===== config.mk =====
export PLATFORM = sky130hd
export DESIGN_NAME = cdc_bus_tx
export DESIGN_NICKNAME = d
export VERILOG_FILES = /design/src/rtl/cdc_bus_tx.sv
export SDC_FILE = /design/constraint.sdc
export NUM_CORES = 1
export LEC_CHECK = 0
export BUFFER_PORTS_ARGS = -buffer_cell sky130_fd_sc_hd__clkbuf_2
export CAP_MARGIN = 20
export CORE_AREA = 2 2 39 41
export CTS_BUF_LIST = sky130_fd_sc_hd__clkbuf_16
export CTS_CLUSTER_SIZE = 25
export DETAILED_ROUTE_END_ITERATION = 7
export DIE_AREA = 0 0 41 43
export PLACE_DENSITY = 0.51
export SKIP_CTS_REPAIR_TIMING = 1
export SLEW_MARGIN = 30
export SYNTH_ARGS = -nofsm -noshare
export SYNTH_HDL_FRONTEND = slang
export SYNTH_SLANG_ARGS = --single-unit
export TNS_END_PERCENT = 1

===== constraint.sdc =====
create_clock -name clk -period 2.79 [get_ports clk]
set_input_delay 0 -clock clk [delete_from_list [all_inputs] [get_ports clk]]
set_output_delay 0 -clock clk [all_outputs]
set_load 0.05 [all_outputs]

===== src/rtl/cdc_bus_tx.sv =====
// Transmit side of a toggle-handshake bus synchronizer: latches a word, flips req_o,
// and waits for the resynchronized ack toggle before accepting the next word.
module cdc_bus_tx #(
  parameter int WIDTH       = 4,
  parameter int SYNC_STAGES = 3,
  parameter int TIMEOUT     = 0
) (
  input  logic             clk,
  input  logic             rst_n,
  input  logic             valid_i,
  input  logic [WIDTH-1:0] data_i,
  output logic             ready_o,
  output logic             req_o,
  output logic [WIDTH-1:0] data_o,
  input  logic             ack_i,
  output logic             done_o,
  output logic             proto_err_o,
  output logic             timeout_o
);

  // Keep at least one counter bit so the logic stays legal when the timeout is disabled.
  localparam int CNT_W = (TIMEOUT > 0) ? $clog2(TIMEOUT + 1) : 1;
  localparam logic [CNT_W-1:0] CNT_MAX = CNT_W'(TIMEOUT);

  typedef enum logic {S_IDLE, S_WAIT} state_t;

  state_t                 state_q, state_d;
  logic [SYNC_STAGES-1:0] sync_q, sync_d;
  logic                   req_q, req_d;
  logic [WIDTH-1:0]       data_q, data_d;
  logic                   done_q, done_d;
  logic                   perr_q, perr_d;
  logic                   to_q, to_d;
  logic [CNT_W-1:0]       cnt_q, cnt_d;
  logic                   ack_s;

  assign ack_s = sync_q[SYNC_STAGES-1];

  always_comb begin
    sync_d  = {sync_q[SYNC_STAGES-2:0], ack_i};
    state_d = state_q;
    req_d   = req_q;
    data_d  = data_q;
    done_d  = 1'b0;
    perr_d  = perr_q;
    to_d    = to_q;
    cnt_d   = cnt_q;
    case (state_q)
      S_IDLE: begin
        // Any ack movement while nothing is outstanding means the peer is out of phase.
        if (ack_s != req_q) perr_d = 1'b1;
        if (valid_i) begin
          data_d  = data_i;
          req_d   = ~req_q;
          cnt_d   = '0;
          state_d = S_WAIT;
        end
      end
      S_WAIT: begin
        if (ack_s == req_q) begin
          state_d = S_IDLE;
          done_d  = 1'b1;
        end else begin
          if (cnt_q != CNT_MAX) cnt_d = cnt_q + CNT_W'(1);
          if ((TIMEOUT != 0) && (cnt_q == CNT_MAX)) to_d = 1'b1;
        end
      end
      default: state_d = S_IDLE;
    endcase
  end

  always_ff @(posedge clk or negedge rst_n) begin
    if (!rst_n) begin
      state_q <= S_IDLE;
      sync_q  <= '0;
      req_q   <= 1'b0;
      data_q  <= '0;
      done_q  <= 1'b0;
      perr_q  <= 1'b0;
      to_q    <= 1'b0;
      cnt_q   <= '0;
    end else begin
      state_q <= state_d;
      sync_q  <= sync_d;
      req_q   <= req_d;
      data_q  <= data_d;
      done_q  <= done_d;
      perr_q  <= perr_d;
      to_q    <= to_d;
      cnt_q   <= cnt_d;
    end
  end

  assign ready_o     = (state_q == S_IDLE);
  assign req_o       = req_q;
  assign data_o      = data_q;
  assign done_o      = done_q;
  assign proto_err_o = perr_q;
  assign timeout_o   = to_q;

endmodule


Word-level counts from Yosys, hierarchy flattened --
Cells that the tools add are included.
Storage, ports and cells: flip-flop bits (word level) 11, input bits 8, output and inout port bits 9, logic and storage cells 17
Operators by class: equal/unequal tests 2, multiplexer cells 5, bitwise gates (word level) 2, reductions and logical operators 2
Operators with widths (count):
- $mux W1 | 4
- $reduce_and A2 Y1 | 2
- $not A1 Y1 | 2
- $pmux W1 S2 | 1
- $eq A1 B1 Y1 | 1
- $ne A1 B1 Y1 | 1

Depth between registers and ports, before layout --
depth after elaboration 3, gate-level depth with buffers 3, mapped depth without buffers 2

Worst setup path after synthesis --
Ideal clock, no wire load.
path kind flip-flop to flip-flop, from register req_q (netlist: req_o), to register done_q (netlist: done_o), setup time 0.120 ns, arrival time 1.021 ns, data required time 2.670 ns, slack 1.649 ns, stages on the path, launching flop included 3, buffers on the path 0, clock period less this slack 1.141 ns, path through dfrtp_1 xnor2_1 and2_2
On the way: longest elaborated chain between the ends 3
Ends and longest elaborated chain:
- from (decl) | RTL line 29 | logic req_q, req_d;
- from (signal assigned) | RTL line 85 | req_q <= req_d;
- $eq A1 B1 Y1 | RTL line 60 | if (ack_s == req_q) begin
- $mux W1 | RTL line 60
- $mux W1 | RTL line 48 | case (state_q)
- named net done_d | RTL line 31 | logic done_q, done_d;
- to (signal assigned) | RTL line 87 | done_q <= done_d;
- to (decl) | RTL line 31
The timed path passes the listed nets, and every way through them passes these cells. A chain may end at the register's enable or synchronous reset.

Worst setup path in the final report --
from register state_q, to register data_q[3] (netlist: data_o[3])
On the way: longest elaborated chain between the ends 2
Ends and longest elaborated chain:
- from (decl) | RTL line 27 | state_t state_q, state_d;
- from (signal assigned) | RTL line 83 | state_q <= state_d;
- $not A1 Y1 (no source line)
- $reduce_and A2 Y1 (no source line)
- to (signal assigned) | RTL line 86 | data_q <= data_d;
- to (decl) | RTL line 30 | logic [WIDTH-1:0] data_q, data_d;
Every way passes these cells.

==> results.py <==
metrics = {
    "timing": {
        "tightest_slew_ns": 0.5764,
        "setup_tns_ns": 0,
        "drv_slew": 0,
        "clock_skew_ns": 0.002261,
        "fmaxAchievable_ghz": 0.7324,
        "min_period_ns": 1.365,
        "period_share_pct": 48.94,
        "final-hold-violation-count": 2,
        "rsz0062_at_grt": "no",
        "whs_ns": -0.0005904,
        "slew_headroom_pct": 61.49,
        "setup_viol": 0,
    },
    "global_routing": {
        "gr-usage-all-layers_pct": 10.83,
        "antenna_found_initial": 0,
        "grt_start_max_net_pins": 12,
        "grt_pass1_vias": 284,
        "grt_pass1_wl_mm": 1.193,
        "grt-ovfl-total": 0,
    },
    "drt": {
        "wire_per_inst_um": 11.46,
        "first_pass_iters": 1,
        "drtAntennaViolNets": 0,
        "drc_errors": 0,
        "drt_first_iter_violations": 0,
        "vias": 242,
        "via_per_inst": 3.967,
        "wl_um": 699,
    },
    "hold_path": {
        "hp-start": "data_i[0]",
        "min_path_cells": 2,
        "hold_path.class": "in2reg",
        "hold_path_end": "data_o[0]$_DFFE_PN0P_",
    },
    "final_layout": {
        "post-route-util_pct": 42.22,
        "fin_cells": 61,
        "register_area_um2": 275.3,
        "drive_above_1_share_pct": 51.11,
        "layout.nets": 54,
        "diodes": 0,
        "n_fill_cell": 141,
        "syn_to_final_growth_pct": 42.81,
        "multi_input_area_um2": 111.4,
    },
    "yosys": {
        "synthesis.area_um2": 409.1,
        "ys_types": 13,
        "yosysSeqAreaShare_pct": 67.28,
        "synth_area_per_cell_um2": 15.74,
        "synthCells": 26,
        "synth_seq_cells": 11,
        "syn-num-nets": 34,
        "yosysWarningCount": 0,
    },
    "place": {
        "dp_hpwl_um": 543.4,
        "port_buffers": 15,
        "gp_congestion": 0.6343,
        "dp_cells": 55,
    },
    "power": {
        "swShare_pct": 40.51,
        "power-per-cell-area_mw_per_mm2": 1455,
        "clkPwrFrac_pct": 29.8,
        "seq_power_share_pct": 29.5,
        "p_int_w": 0.0005057,
        "p_switching_w": 0.0003444,
        "comb_power_share_pct": 40.7,
        "vdd_drop_max_v": 0.0004493,
        "p_leak_nw": 0.2969,
    },
    "clock_tree": {
        "clk_path_buf_depth": 2,
        "tritoncts": "built",
        "cts-buffers-inserted": 3,
        "htreeDepth": 1,
        "clock_sinks": 11,
        "ctsRootBufferMaster": "clkbuf_16",
        "clkSlewWorstSetupHoldPaths_ns": 0.04,
        "clk_latency_ns": 0.23,
    },
    "run_status": {
        "status": "finished, violations left",
        "violations": "negative hold slack",
    },
    "critical_path": {
        "crit_fanout": 6,
        "start_kind": "flip-flop",
        "critical_path_class": "reg2reg",
        "critPathTopFamily": "simple AND/OR/NAND/NOR gates",
        "path_cells": "nor2b_1 -> mux2_4",
        "reg2reg_to": "data_o[3]$_DFFE_PN0P_",
        "r2r_slack_ns": 1.42,
        "r2r_start": "state_q$_DFF_PN0_",
        "slowest_stage": "nor2b_1",
        "r2r_cells": 2,
        "critPathCaptureType": "flip-flop",
        "cp_num_buf_inv": 0,
        "crit_arrival_ns": 1.48,
        "slowest_delay_ns": 0.48,
        "worstPathRequired_ns": 2.90,
    },
    "floorplan": {
        "ioPinCount": 17,
        "die_y_um": 43,
        "dieArea_mm2": 0.001763,
        "placeableCoreArea_mm2": 0.001384,
        "die_width_um": 41,
        "placementRows": 14,
        "initial_core_util_pct": 29.57,
    },
    "job": {
        "drv_cap": 0,
    },
}
==> cells by family (layout without fill, tap and decap cells) <==
group	after synthesis	after routing	synth area share, %
AO/OA/AOI/OAI	2	2	3.058
XOR/XNOR	2	2	4.282
buffers and inverters	3	22	5.504
flip-flops	11	11	67.28
multiplexers	4	4	14.68
other	1	1	0.9166
AND/OR/NAND/NOR	3	3	4.282
==> synthesized netlist by cell type <==
library cell  instances  share of area (%)
dfrtp_1              11                 67
conb_1                1               0.92
xnor2_1               1                2.1
mux2_4                4                 15
xor2_1                1                2.1
buf_6                 1                2.8
buf_4                 1                1.8
nor2_1                1               0.92
o21bai_1              1                1.8
a21oi_1               1                1.2
and2_2                1                1.8
inv_1                 1               0.92
nor2b_1               1                1.5
==> cells in the final DEF (no fill, tap or decap), drive strengths merged <==
| cell | instances |
|---|---|
| clkbuf | 18 |
| nor2 | 1 |
| dfrtp | 11 |
| xnor2 | 1 |
| a21oi | 1 |
| nor2b | 1 |
| xor2 | 1 |
| and2 | 1 |
| inv | 2 |
| mux2 | 4 |
| o21bai | 1 |
| dlygate4sd3 | 2 |
| conb | 1 |
==> cell type report <==
cell class / instances / area share (%)
flip-flops and latches: 11 / 47.11
inverters: 1 / 0.6424
multi-input cells: 12 / 19.06
repair buffers: 17 / 16.27
clock inverters: 1 / 0.6424
clock buffers: 3 / 12.85
well taps: 16 / 3.426
==> worst register-to-register path, delay by kind of cell, from the launching register on <==
kind	cells	cell delay (ns)
muxes	1	0.35
and+or+nand+nor	1	0.48
DFF	1	0.41
==> how the worst max path moves through the flow <==
stage / from / cells after the start / to / slack, ns
floorplan: req_o$_DFFE_PN0P_ / 2 / done_o$_DFF_PN0_ / 1.65
global placement: state_q$_DFF_PN0_ / 2 / data_o[0]$_DFFE_PN0P_ / 1.47
detailed placement: state_q$_DFF_PN0_ / 2 / data_o[2]$_DFFE_PN0P_ / 1.40
CTS: state_q$_DFF_PN0_ / 2 / data_o[2]$_DFFE_PN0P_ / 1.42
global route: state_q$_DFF_PN0_ / 2 / data_o[2]$_DFFE_PN0P_ / 1.34
finish: state_q$_DFF_PN0_ / 2 / data_o[3]$_DFFE_PN0P_ / 1.42
==> registers in the layout, indices dropped and copies added (netlist names) <==
name,flops
state_q,1
done_o,1
data_o,4
sync_q,3
req_o,1
proto_err_o,1
==> routing by layer <==
metal  GRT usage (%)  up-vias  share of wire [%]
met5               0        -                  0
met4           8.000        0                  0
met3           4.712        0                4.7
met2           15.31        6                 56
met1           12.24      119                 39
li1                -      117                  -
==> through the flow <==
step / power, W / instance area [um2] / setup slack, ns
finish: 0.0008500 / 584.3 / 1.425
global route: 0.0008929 / 584.3 / 1.341
CTS: 0.0008579 / 564.3 / 1.418
detailed placement: 0.0006007 / 485.5 / 1.403
global placement: 0.0005932 / 485.5 / 1.470
floorplan: 0.0005321 / 409.1 / 1.649
==> power groups by stage <==
stage / registers (W) / logic (W) / clock network (W)
after floorplan: 0.000402 / 0.000130 / 0
after CTS: 0.000252 / 0.000347 / 0.000258
after global placement: 0.000252 / 0.000342 / 0
final: 0.000251 / 0.000346 / 0.000253
after detailed placement: 0.000255 / 0.000346 / 0
after global routing: 0.000261 / 0.000367 / 0.000265
No activity file was read; power rests on OpenSTA's default activity.
